==> src/rtl/rgb_pwm_driver.sv <==
// rgb_pwm_driver: converts a 24-bit RGB colour word into three PWM outputs.
// New colours are captured into a pending (shadow) register and promoted to
// the active colour only at the period wrap, so a period is never glitched.
//
// Parameters:
//   PRESCALE    clocks per PWM count step (>= 1); period = 255*PRESCALE clocks
// Ports:
//   clk         system clock, rising edge
//   rst         synchronous reset, active-high
//   light       colour word: [23:16]=R, [15:8]=G, [7:0]=B
//   load        capture light into the pending register this cycle
//   pwm_r/g/b   registered PWM outputs, duty = channel / 255
//   period_end  registered one-cycle pulse on the last cycle of each period
module rgb_pwm_driver #(
    parameter int unsigned PRESCALE = 1
) (
    input  logic        clk,
    input  logic        rst,
    input  logic [23:0] light,
    input  logic        load,
    output logic        pwm_r,
    output logic        pwm_g,
    output logic        pwm_b,
    output logic        period_end
);

    typedef struct packed {
        logic [7:0] r;
        logic [7:0] g;
        logic [7:0] b;
    } rgb_t;

    // A 1-bit prescaler is kept for PRESCALE=1; it simply stays at 0.
    localparam int unsigned PRE_W    = (PRESCALE > 1) ? $clog2(PRESCALE) : 1;
    localparam int unsigned PRE_MAX  = (PRESCALE > 1) ? PRESCALE - 1 : 0;
    localparam int unsigned CNT_W    = 8;
    localparam logic [CNT_W-1:0] CNT_LAST = CNT_W'(254);
    localparam rgb_t        WHITE    = 24'hFFFFFF;

    logic [PRE_W-1:0] pre;
    logic [CNT_W-1:0] cnt;
    rgb_t             pending;
    rgb_t             active;
    logic             tick_c;
    logic             wrap_c;

    assign tick_c = (pre == PRE_W'(PRE_MAX));
    assign wrap_c = tick_c && (cnt == CNT_LAST);

    // Prescaler: 0..PRESCALE-1, wrapping on tick.
    always_ff @(posedge clk) begin
        if (rst) begin
            pre <= '0;
        end else if (tick_c) begin
            pre <= '0;
        end else begin
            pre <= pre + PRE_W'(1);
        end
    end

    // Step counter: 0..254, never holds 255.
    always_ff @(posedge clk) begin
        if (rst) begin
            cnt <= '0;
        end else if (tick_c) begin
            cnt <= wrap_c ? '0 : cnt + CNT_W'(1);
        end
    end

    // Shadow colour: a load coincident with the wrap bypasses pending.
    always_ff @(posedge clk) begin
        if (rst) begin
            pending <= WHITE;
            active  <= WHITE;
        end else begin
            if (load) begin
                pending <= rgb_t'(light);
            end
            if (wrap_c) begin
                active <= load ? rgb_t'(light) : pending;
            end
        end
    end

    // Compare stage: one cycle behind cnt/active.
    always_ff @(posedge clk) begin
        if (rst) begin
            pwm_r      <= 1'b0;
            pwm_g      <= 1'b0;
            pwm_b      <= 1'b0;
            period_end <= 1'b0;
        end else begin
            pwm_r      <= (cnt < active.r);
            pwm_g      <= (cnt < active.g);
            pwm_b      <= (cnt < active.b);
            period_end <= wrap_c;
        end
    end

endmodule
==> config.mk <==
export PLATFORM = sky130hd
export DESIGN_NAME = rgb_pwm_driver
export DESIGN_NICKNAME = d
export VERILOG_FILES = /design/src/rtl/rgb_pwm_driver.sv
export SDC_FILE = /design/constraint.sdc
export NUM_CORES = 1
export LEC_CHECK = 0
export ABC_CLOCK_PERIOD_IN_PS = 2250
export CAP_MARGIN = 20
export CORE_MARGIN = 2
export CORE_UTILIZATION = 56
export DETAILED_ROUTE_END_ITERATION = 8
export PLACE_DENSITY = 0.8
export SETUP_SLACK_MARGIN = 0.2
export SLEW_MARGIN = 0
export SYNTH_ARGS = -nofsm -noshare
export SYNTH_HDL_FRONTEND = slang
export SYNTH_SLANG_ARGS = --single-unit
export TNS_END_PERCENT = 20
==> constraint.sdc <==
create_clock -name clk -period 2.25 [get_ports clk]
set_clock_uncertainty 0.2 [all_clocks]
set_input_delay 0.45 -clock clk [delete_from_list [all_inputs] [get_ports clk]]
set_output_delay 0.45 -clock clk [all_outputs]
set_load 0.02 [all_outputs]
==> summary.txt <==
PLACED DESIGN
---------------------------------------------------------------------------------
# port buffers .....................................................           30
DPL Wire Length .................................................... 3520 microns
Final weighted congestion in routability-driven placement ..........        0.807
Dpl ws .............................................................     0.113 ns

STATUS
---------------------------------------------------------------------------------
Outcome ............................................................ complete, no violations

GLOBAL ROUTE
---------------------------------------------------------------------------------
GRT Util Overall ...................................................        19.8%
Global-route wire length before repair ............................. 9030 microns
Via count of the first global-routing pass .........................         1963
Overall overflow remaining after global route ......................            0
Pin count of the biggest net entering global routing ...............           64
Antenna violations before repair ...................................            0

FINAL LAYOUT
---------------------------------------------------------------------------------
Number of nets in the finished design ..............................          363
Diode insertion count for antenna repair ...........................            0
FILL cells .........................................................          421
Fraction of final layout cells sized beyond drive strength 1 .......        23.0%
Layout Area Growth over Synthesis ..................................        20.4%

YOSYS
---------------------------------------------------------------------------------
Flip-flop and latch count after synthesis ..........................           61
Number of warnings issued by yosys .................................            0
Portion of the post-synthesis area used by sequential elements .....        41.9%
Library cell occupying the most area in the post-synthesis netlist .      dfxtp_1
Area contributors post-synth ....................................... dfxtp_1 (42%), ha_1 (9.9%), mux2_2 (7.3%)
Synthesized net count ..............................................          330
Number of enable flip-flop cells after synthesis ...................            0
Post-Synthesis Cells ...............................................          280
Synthesized area ...................................................   2910 sq um
Post-synthesis async set-or-reset flop share .......................           0%
Number of different library cells in the post-synthesis netlist ....           35
Share of Yosys cell area claimed by the top area cell type .........        41.9%
Main synth FF type .................................................      dfxtp_1
Average footprint of a synthesized cell ............................   10.4 sq um

PWR
---------------------------------------------------------------------------------
Proportion of power drawn by the clock network .....................        45.6%
Relative contribution of sequential cells to total power ...........        47.2%
Comb power frac ....................................................         7.1%
Power density over cell area .......................................  683 nW/um^2
Cell internal pwr ..................................................      1900 uW
Net Sw Frac ........................................................        20.7%
Overall power consumption ..........................................      2390 uW
Psw ................................................................       495 uW
Largest voltage drop on the vdd net ................................   0.000494 V
Cell leakage power .................................................   0.00162 uW

DETAILED ROUTING
---------------------------------------------------------------------------------
Number of iterations in the first detailed-routing pass ............            4
Number of nets still failing antenna checks after routing ..........            0
Number of DRC markers in iteration 0 ...............................           74
Final wirelength ................................................... 5310 microns
Via density ........................................................         5.18
Routed WL per cell ................................................. 13.7 microns
Residual DRC .......................................................            0
Count of vias placed by the detailed router ........................         2009

CLOCK TREE
---------------------------------------------------------------------------------
CTS clock-pin slew for the worst setup and hold paths ..............      0.07 ns
Clock root buffer ..................................................     clkbuf_8
TritonCTS Buffers ..................................................            9
TritonCTS clock tree ...............................................         done
Clk buf depth ......................................................            2
Total number of clock tree sinks ...................................           61
Count of buffers added by post-CTS timing repair for setup .........            0
Clock network latency to the later pin of the worst-skew pair ......      0.33 ns
Htree depth ........................................................            3

FLOORPLAN
---------------------------------------------------------------------------------
Area of the placeable core .........................................   5070 sq um
Die height ......................................................... 76.1 microns
Boundary pin count .................................................           31
Effective utilization at floorplan .................................        57.4%
Number of rows created at floorplan ................................           26
Area of the die ....................................................   5790 sq um
Die W .............................................................. 76.1 microns

STA
---------------------------------------------------------------------------------
Time the final worst path needs with I/O delays and setup ..........      1.95 ns
Period Utilization, post-route .....................................        86.5%
Worst-case headroom to the max-slew limit ..........................        34.5%
Final Hold Fails ...................................................            0
Number of pins with negative max-slew slack in the final report ....            0
F_max ..............................................................    0.514 GHz
RSZ-0062 raised after global routing ...............................           no
Endpoints failing setup ............................................            0
Sum of negative setup slack ........................................         0 ns
Worst slew pin tran ................................................     0.983 ns
Post-route setup slack .............................................     0.304 ns

SETUP PATH
---------------------------------------------------------------------------------
Start of the worst register-to-register path .......................       cnt[1]
Kind of end point of the critical path .............................    flip-flop
Maximum fanout along the worst path ................................           16
Crit path launch type ..............................................    flip-flop
Capture instance of the worst register-to-register path ............   active[19]
Register-to-register setup slack ...................................      0.30 ns
R2R cell count .....................................................            5
Critical Path RT ...................................................      2.27 ns
Kind of critical path ..............................................      reg2reg
Worst Path Arrival .................................................      1.96 ns

MIN PATH
---------------------------------------------------------------------------------
Type of the tightest min-delay check ...............................      reg2reg
Min-Delay Path Depth ...............................................            2
Hold path startpoint ...............................................  pending[20]
Worst Hold Endpoint ................................................  pending[20]

RUN
---------------------------------------------------------------------------------
Maximum capacitance violations .....................................            0

-- sequential cells by signal, summed over array words and instances, names as in the netlist --
register and flops:
pre 1, period_end 1, pwm_b 1, active 24, pending 24, cnt 8, pwm_r 1, pwm_g 1
-- kinds of logic (layout without fill, tap and decap cells) --
family / after synthesis / in the layout / synth area share, %
flops: 61 / 61 / 41.9
simple gates: 77 / 77 / 17.3
fa+ha+maj: 23 / 23 / 9.88
buf+inv: 39 / 77 / 6.15
xor+xnor: 2 / 2 / 0.602
other cells: 1 / 1 / 0.129
mux: 24 / 24 / 9.93
compound gates: 53 / 53 / 14.1
-- power groups by stage --
stage                     clock network (uW)  registers [uW]  logic, uW
after floorplan                            0            1150       92.1
after global routing                    1170            1130        189
after detailed placement                   0            1160        171
after CTS                               1120            1130        172
final                                   1090            1130        171
after global placement                     0            1150        167
-- critical path, cell delays in order, from the launching register on --
cell and delay (ns):
dfxtp_1 0.48, ha_1 0.25, nand2_1 0.13, nor3_4 0.17
buf_6 0.23, mux2_2 0.36
-- layout by cell type, fill, tap and decap left out, types with 2 or more instances in the layout --
cell type        Yosys  final
dfxtp_1             61     61
nor2b_1             29     29
clkdlybuf4s50_1      0     29
or2_2               24     24
a211o_1             24     24
inv_1               23     23
ha_1                23     23
mux2_2              19     19
clkbuf_8             0     11
o21ai_0              7      7
a21oi_1              6      6
buf_4                1      6
mux2_4               5      5
nor3_1               5      5
nand2_1              4      4
a211oi_1             4      4
nor3b_1              4      4
or3_1                3      3
o2111a_1             3      3
o211ai_1             3      3
a2111oi_0            3      3
nand4b_1             2      2
xor2_1               2      2
o22ai_1              2      2
bufinv_16            0      2
clkbuf_1             7      2
-- final cells by class --
type                       count  area [sq um]  share of cell area (%)
tap                           70          87.6                    2.50
clock inverter                 3          67.6                    1.93
clock buffer                  13           159                    4.53
timing repair buffer          38           372                    10.6
sequential                    61          1220                    34.8
multi-input combinational    180          1510                    43.1
inverter                      23          86.3                    2.46
-- worst max-delay path by stage --
stage	slack, ns	to	startpoint	cells after the start
after global placement	0.15	active[21]	load	5
after detailed placement	0.11	active[23]	load	5
final	0.30	active[19]	cnt[1]	5
after floorplan	0.49	active[0]	cnt[1]	6
after CTS	0.25	active[19]	cnt[1]	5
after global routing	0.22	active[5]	cnt[1]	5
-- metal layers --
metal	track usage, %	wire length, microns	part of all wire, %
met5	0	0	0
met3	5.21	161	3.0
met1	25.4	2560	48
met2	31.1	2520	47
met4	9.45	72	1.4
-- repair_timing --
action | 4_1_cts | 5_1_grt
hold buffers | 0 | 0
endpoints found under the setup margin | 0 | 8
resized for setup | 0 | 1
-- per-stage QoR --
stage	area, sq um	hold WS [ns]	util, %	instances
global route	3500	0.379	69.1	388
floorplan	2910	0.321	-	280
global placement	3270	0.332	64.5	372
detailed placement	3270	0.336	64.5	372
CTS	3500	0.357	69.0	388
finish	3500	0.356	69.1	388
-- cells in the mapped netlist, types with 4 or more instances --
| library cell | number |
|---|---|
| nor3b_1 | 4 |
| a21oi_1 | 6 |
| buf_2 | 4 |
| ha_1 | 23 |
| dfxtp_1 | 61 |
| mux2_4 | 5 |
| nor3_1 | 5 |
| inv_1 | 23 |
| a211oi_1 | 4 |
| or2_2 | 24 |
| clkbuf_1 | 7 |
| a211o_1 | 24 |
| nand2_1 | 4 |
| o21ai_0 | 7 |
| mux2_2 | 19 |
| nor2b_1 | 29 |
No activity file was read; power rests on OpenSTA's default activity.
